--- src/rtl/pipe_stage_reg.sv ---
// Chained pipeline stage register with stall, flush and bubble clearing of the control field.
// Optional performance counters are enabled by defining PIPE_STAGE_REG_PERF_EN.
module pipe_stage_reg #(
    parameter int CTRL_W = 8,
    parameter int DATA_W = 32,
    parameter int DEPTH  = 1
) (
    input  logic                       Clk,
    input  logic                       Rst,
    input  logic                       Stall,
    input  logic                       Flush,
    input  logic                       In_Valid,
    input  logic [CTRL_W-1:0]          In_Ctrl,
    input  logic [DATA_W-1:0]          In_Data,
    output logic                       Out_Valid,
    output logic [CTRL_W-1:0]          Out_Ctrl,
    output logic [DATA_W-1:0]          Out_Data,
    output logic [$clog2(DEPTH+1)-1:0] Occ
`ifdef PIPE_STAGE_REG_PERF_EN
    ,
    output logic [15:0]                Stall_Cnt,
    output logic [15:0]                Flush_Cnt,
    output logic [15:0]                Kill_Cnt
`endif
);

    localparam int OCC_W = $clog2(DEPTH + 1);

    if (DEPTH < 1 || DEPTH > 8) begin : g_bad_depth
        $error("pipe_stage_reg: DEPTH must be in 1..8");
    end

    function automatic logic [OCC_W-1:0] popcount(input logic [DEPTH-1:0] v);
        logic [OCC_W-1:0] cnt;
        cnt = '0;
        for (int k = 0; k < DEPTH; k++) begin
            cnt = cnt + OCC_W'(v[k]);
        end
        return cnt;
    endfunction

    logic [DEPTH-1:0]  valid_q, valid_d;
    logic [CTRL_W-1:0] ctrl_q [DEPTH];
    logic [CTRL_W-1:0] ctrl_d [DEPTH];
    logic [DATA_W-1:0] data_q [DEPTH];
    logic [DATA_W-1:0] data_d [DEPTH];
    logic [OCC_W-1:0]  occ_q, occ_d;

    // Stage next-state: Flush beats Stall beats advance; bubbles carry zero control.
    always_comb begin
        valid_d = valid_q;
        ctrl_d  = ctrl_q;
        data_d  = data_q;
        if (Flush) begin
            valid_d = '0;
            for (int k = 0; k < DEPTH; k++) begin
                ctrl_d[k] = '0;
            end
        end else if (Stall) begin
            valid_d = valid_q;
            ctrl_d  = ctrl_q;
            data_d  = data_q;
        end else begin
            valid_d[0] = In_Valid;
            ctrl_d[0]  = In_Valid ? In_Ctrl : '0;
            data_d[0]  = In_Data;
            for (int k = 1; k < DEPTH; k++) begin
                valid_d[k] = valid_q[k-1];
                ctrl_d[k]  = ctrl_q[k-1];
                data_d[k]  = data_q[k-1];
            end
        end
        occ_d = popcount(valid_d);
    end

    // Stage registers with synchronous reset of every field.
    always_ff @(posedge Clk) begin
        if (Rst) begin
            valid_q <= '0;
            occ_q   <= '0;
            for (int k = 0; k < DEPTH; k++) begin
                ctrl_q[k] <= '0;
                data_q[k] <= '0;
            end
        end else begin
            valid_q <= valid_d;
            occ_q   <= occ_d;
            ctrl_q  <= ctrl_d;
            data_q  <= data_d;
        end
    end

    assign Out_Valid = valid_q[DEPTH-1];
    assign Out_Ctrl  = ctrl_q[DEPTH-1];
    assign Out_Data  = data_q[DEPTH-1];
    assign Occ       = occ_q;

`ifdef PIPE_STAGE_REG_PERF_EN
    function automatic logic [15:0] sat_add(input logic [15:0] a, input logic [15:0] b);
        logic [16:0] s;
        s = {1'b0, a} + {1'b0, b};
        return s[16] ? 16'hFFFF : s[15:0];
    endfunction

    logic [15:0] stall_cnt_q, stall_cnt_d;
    logic [15:0] flush_cnt_q, flush_cnt_d;
    logic [15:0] kill_cnt_q,  kill_cnt_d;

    // Saturating event counters; a flush kills whatever is currently occupied.
    always_comb begin
        stall_cnt_d = stall_cnt_q;
        flush_cnt_d = flush_cnt_q;
        kill_cnt_d  = kill_cnt_q;
        if (Flush) begin
            flush_cnt_d = sat_add(flush_cnt_q, 16'd1);
            kill_cnt_d  = sat_add(kill_cnt_q, {{(16-OCC_W){1'b0}}, occ_q});
        end else if (Stall) begin
            stall_cnt_d = sat_add(stall_cnt_q, 16'd1);
        end else begin
            stall_cnt_d = stall_cnt_q;
        end
    end

    // Counter registers.
    always_ff @(posedge Clk) begin
        if (Rst) begin
            stall_cnt_q <= 16'd0;
            flush_cnt_q <= 16'd0;
            kill_cnt_q  <= 16'd0;
        end else begin
            stall_cnt_q <= stall_cnt_d;
            flush_cnt_q <= flush_cnt_d;
            kill_cnt_q  <= kill_cnt_d;
        end
    end

    assign Stall_Cnt = stall_cnt_q;
    assign Flush_Cnt = flush_cnt_q;
    assign Kill_Cnt  = kill_cnt_q;
`endif

endmodule

--- config.mk ---
export PLATFORM = sky130hd
export DESIGN_NAME = pipe_stage_reg
export DESIGN_NICKNAME = d
export VERILOG_FILES = /design/src/rtl/pipe_stage_reg.sv
export SDC_FILE = /design/constraint.sdc
export NUM_CORES = 1
export LEC_CHECK = 0
export ABC_AREA = 1
export CELL_PAD_IN_SITES_DETAIL_PLACEMENT = 0
export CELL_PAD_IN_SITES_GLOBAL_PLACEMENT = 1
export CORE_AREA = 10 10 69 129
export DETAILED_ROUTE_END_ITERATION = 10
export DIE_AREA = 0 0 79 139
export GPL_ROUTABILITY_DRIVEN = 0
export MAX_ROUTING_LAYER = met4
export PLACE_DENSITY_LB_ADDON = 0.1
export SYNTH_ARGS = -nofsm -noshare
export SYNTH_HDL_FRONTEND = slang
export SYNTH_SLANG_ARGS = --single-unit
--- constraint.sdc ---
create_clock -name Clk -period 1.04 [get_ports Clk]
set_input_delay 0.156 -clock Clk [delete_from_list [all_inputs] [get_ports Clk]]
set_output_delay 0.156 -clock Clk [all_outputs]
set_load 0.01 [all_outputs]
==> flow_metrics.py <==
metrics = {
    "status": {
        "outcome": "finished clean",
    },
    "critical_path": {
        "cpMaxStageDelayCell": "dfxtp_1",
        "end_kind": "output port",
        "regToRegSetupSlack_ns": 0.44,
        "crit_fanout": 2,
        "crit_arrival_ns": 0.85,
        "crit_type": "reg -> out",
        "path_delay_family": "flip-flops",
        "cp-start-kind": "flop",
        "cp.required_ns": 0.88,
        "slowest_delay_ns": 0.32,
        "worstPathBufferInverterCount": 1,
        "crit_chain": "clkdlybuf4s15_1",
    },
    "synth": {
        "ys_seq_elements": 41,
        "ys_types": 13,
        "syn_inst": 245,
        "synth_nets": 290,
        "syn_area_um2": 1670,
        "avgSynthCellArea_um2": 6.81,
        "ys_seq_area_frac": 0.492,
        "ys_warn_count": 0,
    },
    "detailed_routing": {
        "dr_total_vias": 1692,
        "routed_wl_um": 5250,
        "drtAntennaViolNets": 0,
        "firstDrtPassIters": 4,
        "drtIter0Drc": 44,
        "vias_per_cell": 3.97,
        "drc": 0,
        "drt-wirelength-per-cell_um": 12.3,
    },
    "grt": {
        "use_met3": 0.0396,
        "gr-usage-met2": 0.184,
        "overflow": 0,
        "grt_use_met1": 0.0890,
        "grt_busiest_layer": "met2",
        "grtUsageTotal": 0.102,
        "grt_max_degree": 25,
        "antenna_found_initial": 0,
        "grt_pass1_vias": 1658,
        "grt_pass1_wl_um": 8430,
    },
    "job": {
        "maxCapViolations": 0,
    },
    "power_and_ir_drop": {
        "leakage_uw": 0.00132,
        "vdd_drop_max_mv": 0.976,
        "powerDensity_nw_per_um2": 1440,
    },
    "sta": {
        "slew_headroom": 0.876,
        "finalSetupTns_ns": 0,
        "maxSlewViolCount": 0,
        "rsz0062_at_grt": "false",
        "period_minus_slack_ns": 1.01,
        "hold_viol_final": 0,
        "fmax_mhz": 990,
        "clock_skew_ns": 0,
        "max_slew.worst_pin.slew_ns": 0.186,
        "finalCritPeriodShare": 0.972,
        "setup_violations": 0,
    },
    "cells_and_area": {
        "nets": 380,
        "regArea_um2": 823,
        "design_area_um2": 2660,
        "syn_to_final_growth_pct": 59.6,
        "insertedDiodeCount": 0,
        "drive_gt1_frac": 0.173,
        "multi_input_area_um2": 621,
        "n_fill_cell": 850,
    },
    "clock_tree": {
        "clkTransAtPathRegs_ns": 0.06,
        "holdBufCountCts": 0,
        "clk_latency_ns": 0.28,
        "cts.sinks": 41,
        "clk_path_buf_depth": 2,
        "cts-buffers-inserted": 5,
        "cts_root_buffer": "clkbuf_16",
        "tritoncts": "yes",
        "h-tree-depth": 2,
    },
    "floorplanning": {
        "die-area_um2": 11000,
        "io_pins": 87,
        "coreArea_um2": 6890,
        "rows": 43,
        "initial_utilization": 0.242,
        "die_h_um": 139,
        "die_width_um": 79,
    },
    "min_path": {
        "hp-class": "reg -> reg",
    },
    "placement": {
        "placed_area_um2": 2630,
        "hpwlAfterDp_um": 3990,
        "port_buffers": 86,
    },
}
[state kept, by name, indices dropped and copies added (netlist names)]
register and flops:
Occ 1, Out_Data 32, Out_Ctrl 8
[synth_stat cells]
| cell type | n | area, µm² |
|---|---|---|
| a21oi_1 | 9 | 45.0 |
| buf_1 | 4 | 15.0 |
| buf_2 | 1 | 5.00 |
| buf_4 | 3 | 22.5 |
| buf_6 | 5 | 56.3 |
| clkinv_1 | 1 | 3.75 |
| dfxtp_1 | 41 | 821 |
| inv_1 | 33 | 124 |
| nand2_1 | 74 | 278 |
| nand3_1 | 8 | 40.0 |
| nor2_1 | 64 | 240 |
| nor2_4 | 1 | 11.3 |
| or2_2 | 1 | 6.26 |
[layer usage]
| metal | share of wire | wire length (µm) |
|---|---|---|
| met2 | 0.55 | 2880 |
| met1 | 0.36 | 1910 |
| met4 | 0.021 | 108 |
| met3 | 0.068 | 358 |
| met5 | 0 | 0 |
[metrics by stage]
step	total power, µW	utilization	setup WS (ns)	hold WS, ns	instances
2_1_floorplan	2030	-	0.231	0.320	245
3_3_place_gp	2440	0.382	-0.416	0.446	416
3_5_place_dp	2440	0.382	-0.413	0.451	416
4_1_cts	3970	0.411	0.000928	0.452	426
5_1_grt	4040	0.387	0.000258	0.458	426
6_report	3830	0.387	0.0295	0.454	426
[cells by family after synthesis]
kind of cell,Yosys count,share of synthesized area
AND/OR/NAND/NOR,148,0.345
buffers and inverters,47,0.136
flip-flops,41,0.492
AO/OA/AOI/OAI,9,0.0270
[area by class of cell]
class | instances | share of cell area
inverters | 34 | 0.0484
well taps | 90 | 0.0423
flip-flops and latches | 41 | 0.309
repair buffers | 96 | 0.316
multi-input cells | 157 | 0.233
clock buffers | 8 | 0.0512
[path summary, 6_finish.rpt]
| check | endpoint | startpoint | cells after the start |
|---|---|---|---|
| setup / recovery | Out_Data[9] | Out_Data[9]$_SDFFE_PP0P_ | 1 |
| hold / removal | Out_Ctrl[2]$_SDFFE_PP0N_ | Out_Ctrl[2]$_SDFFE_PP0N_ | 2 |
| setup reg to reg | Occ$_SDFFE_PP0N_ | Occ$_SDFFE_PP0N_ | 2 |
| hold reg to reg | Out_Ctrl[2]$_SDFFE_PP0N_ | Out_Ctrl[2]$_SDFFE_PP0N_ | 2 |
[cell usage in the layout, fill, tap and decap left out, types with 2 or more instances in the layout]
cell             Yosys  routed
dlygate4sd2_1        0       2
buf_4                3       5
clkbuf_16            0       5
dfxtp_2              0       2
dfxtp_1             41      39
inv_1               33      33
buf_2                1      10
nand2_1             74      74
clkbuf_1             0       3
clkdlybuf4s50_1      0      42
clkdlybuf4s15_1      0       4
buf_12               0       3
nor2_1              64      64
clkdlybuf4s15_2      0       5
nand3_1              8       8
clkbuf_2             0      23
a21oi_1              9       9
[what timing repair did]
item                                    CTS  global route
pin swaps                                 1             0
resized for setup                       105            33
setup buffers                             1             0
gates cloned                              1             0
endpoints found under the setup margin   62            33
[report_power, final]
group	switching [µW]	internal [µW]
Clock	591	892
Combinational	290	351
Sequential	41.7	1660
Total	923	2900
Power figures use the tool's default switching activity.
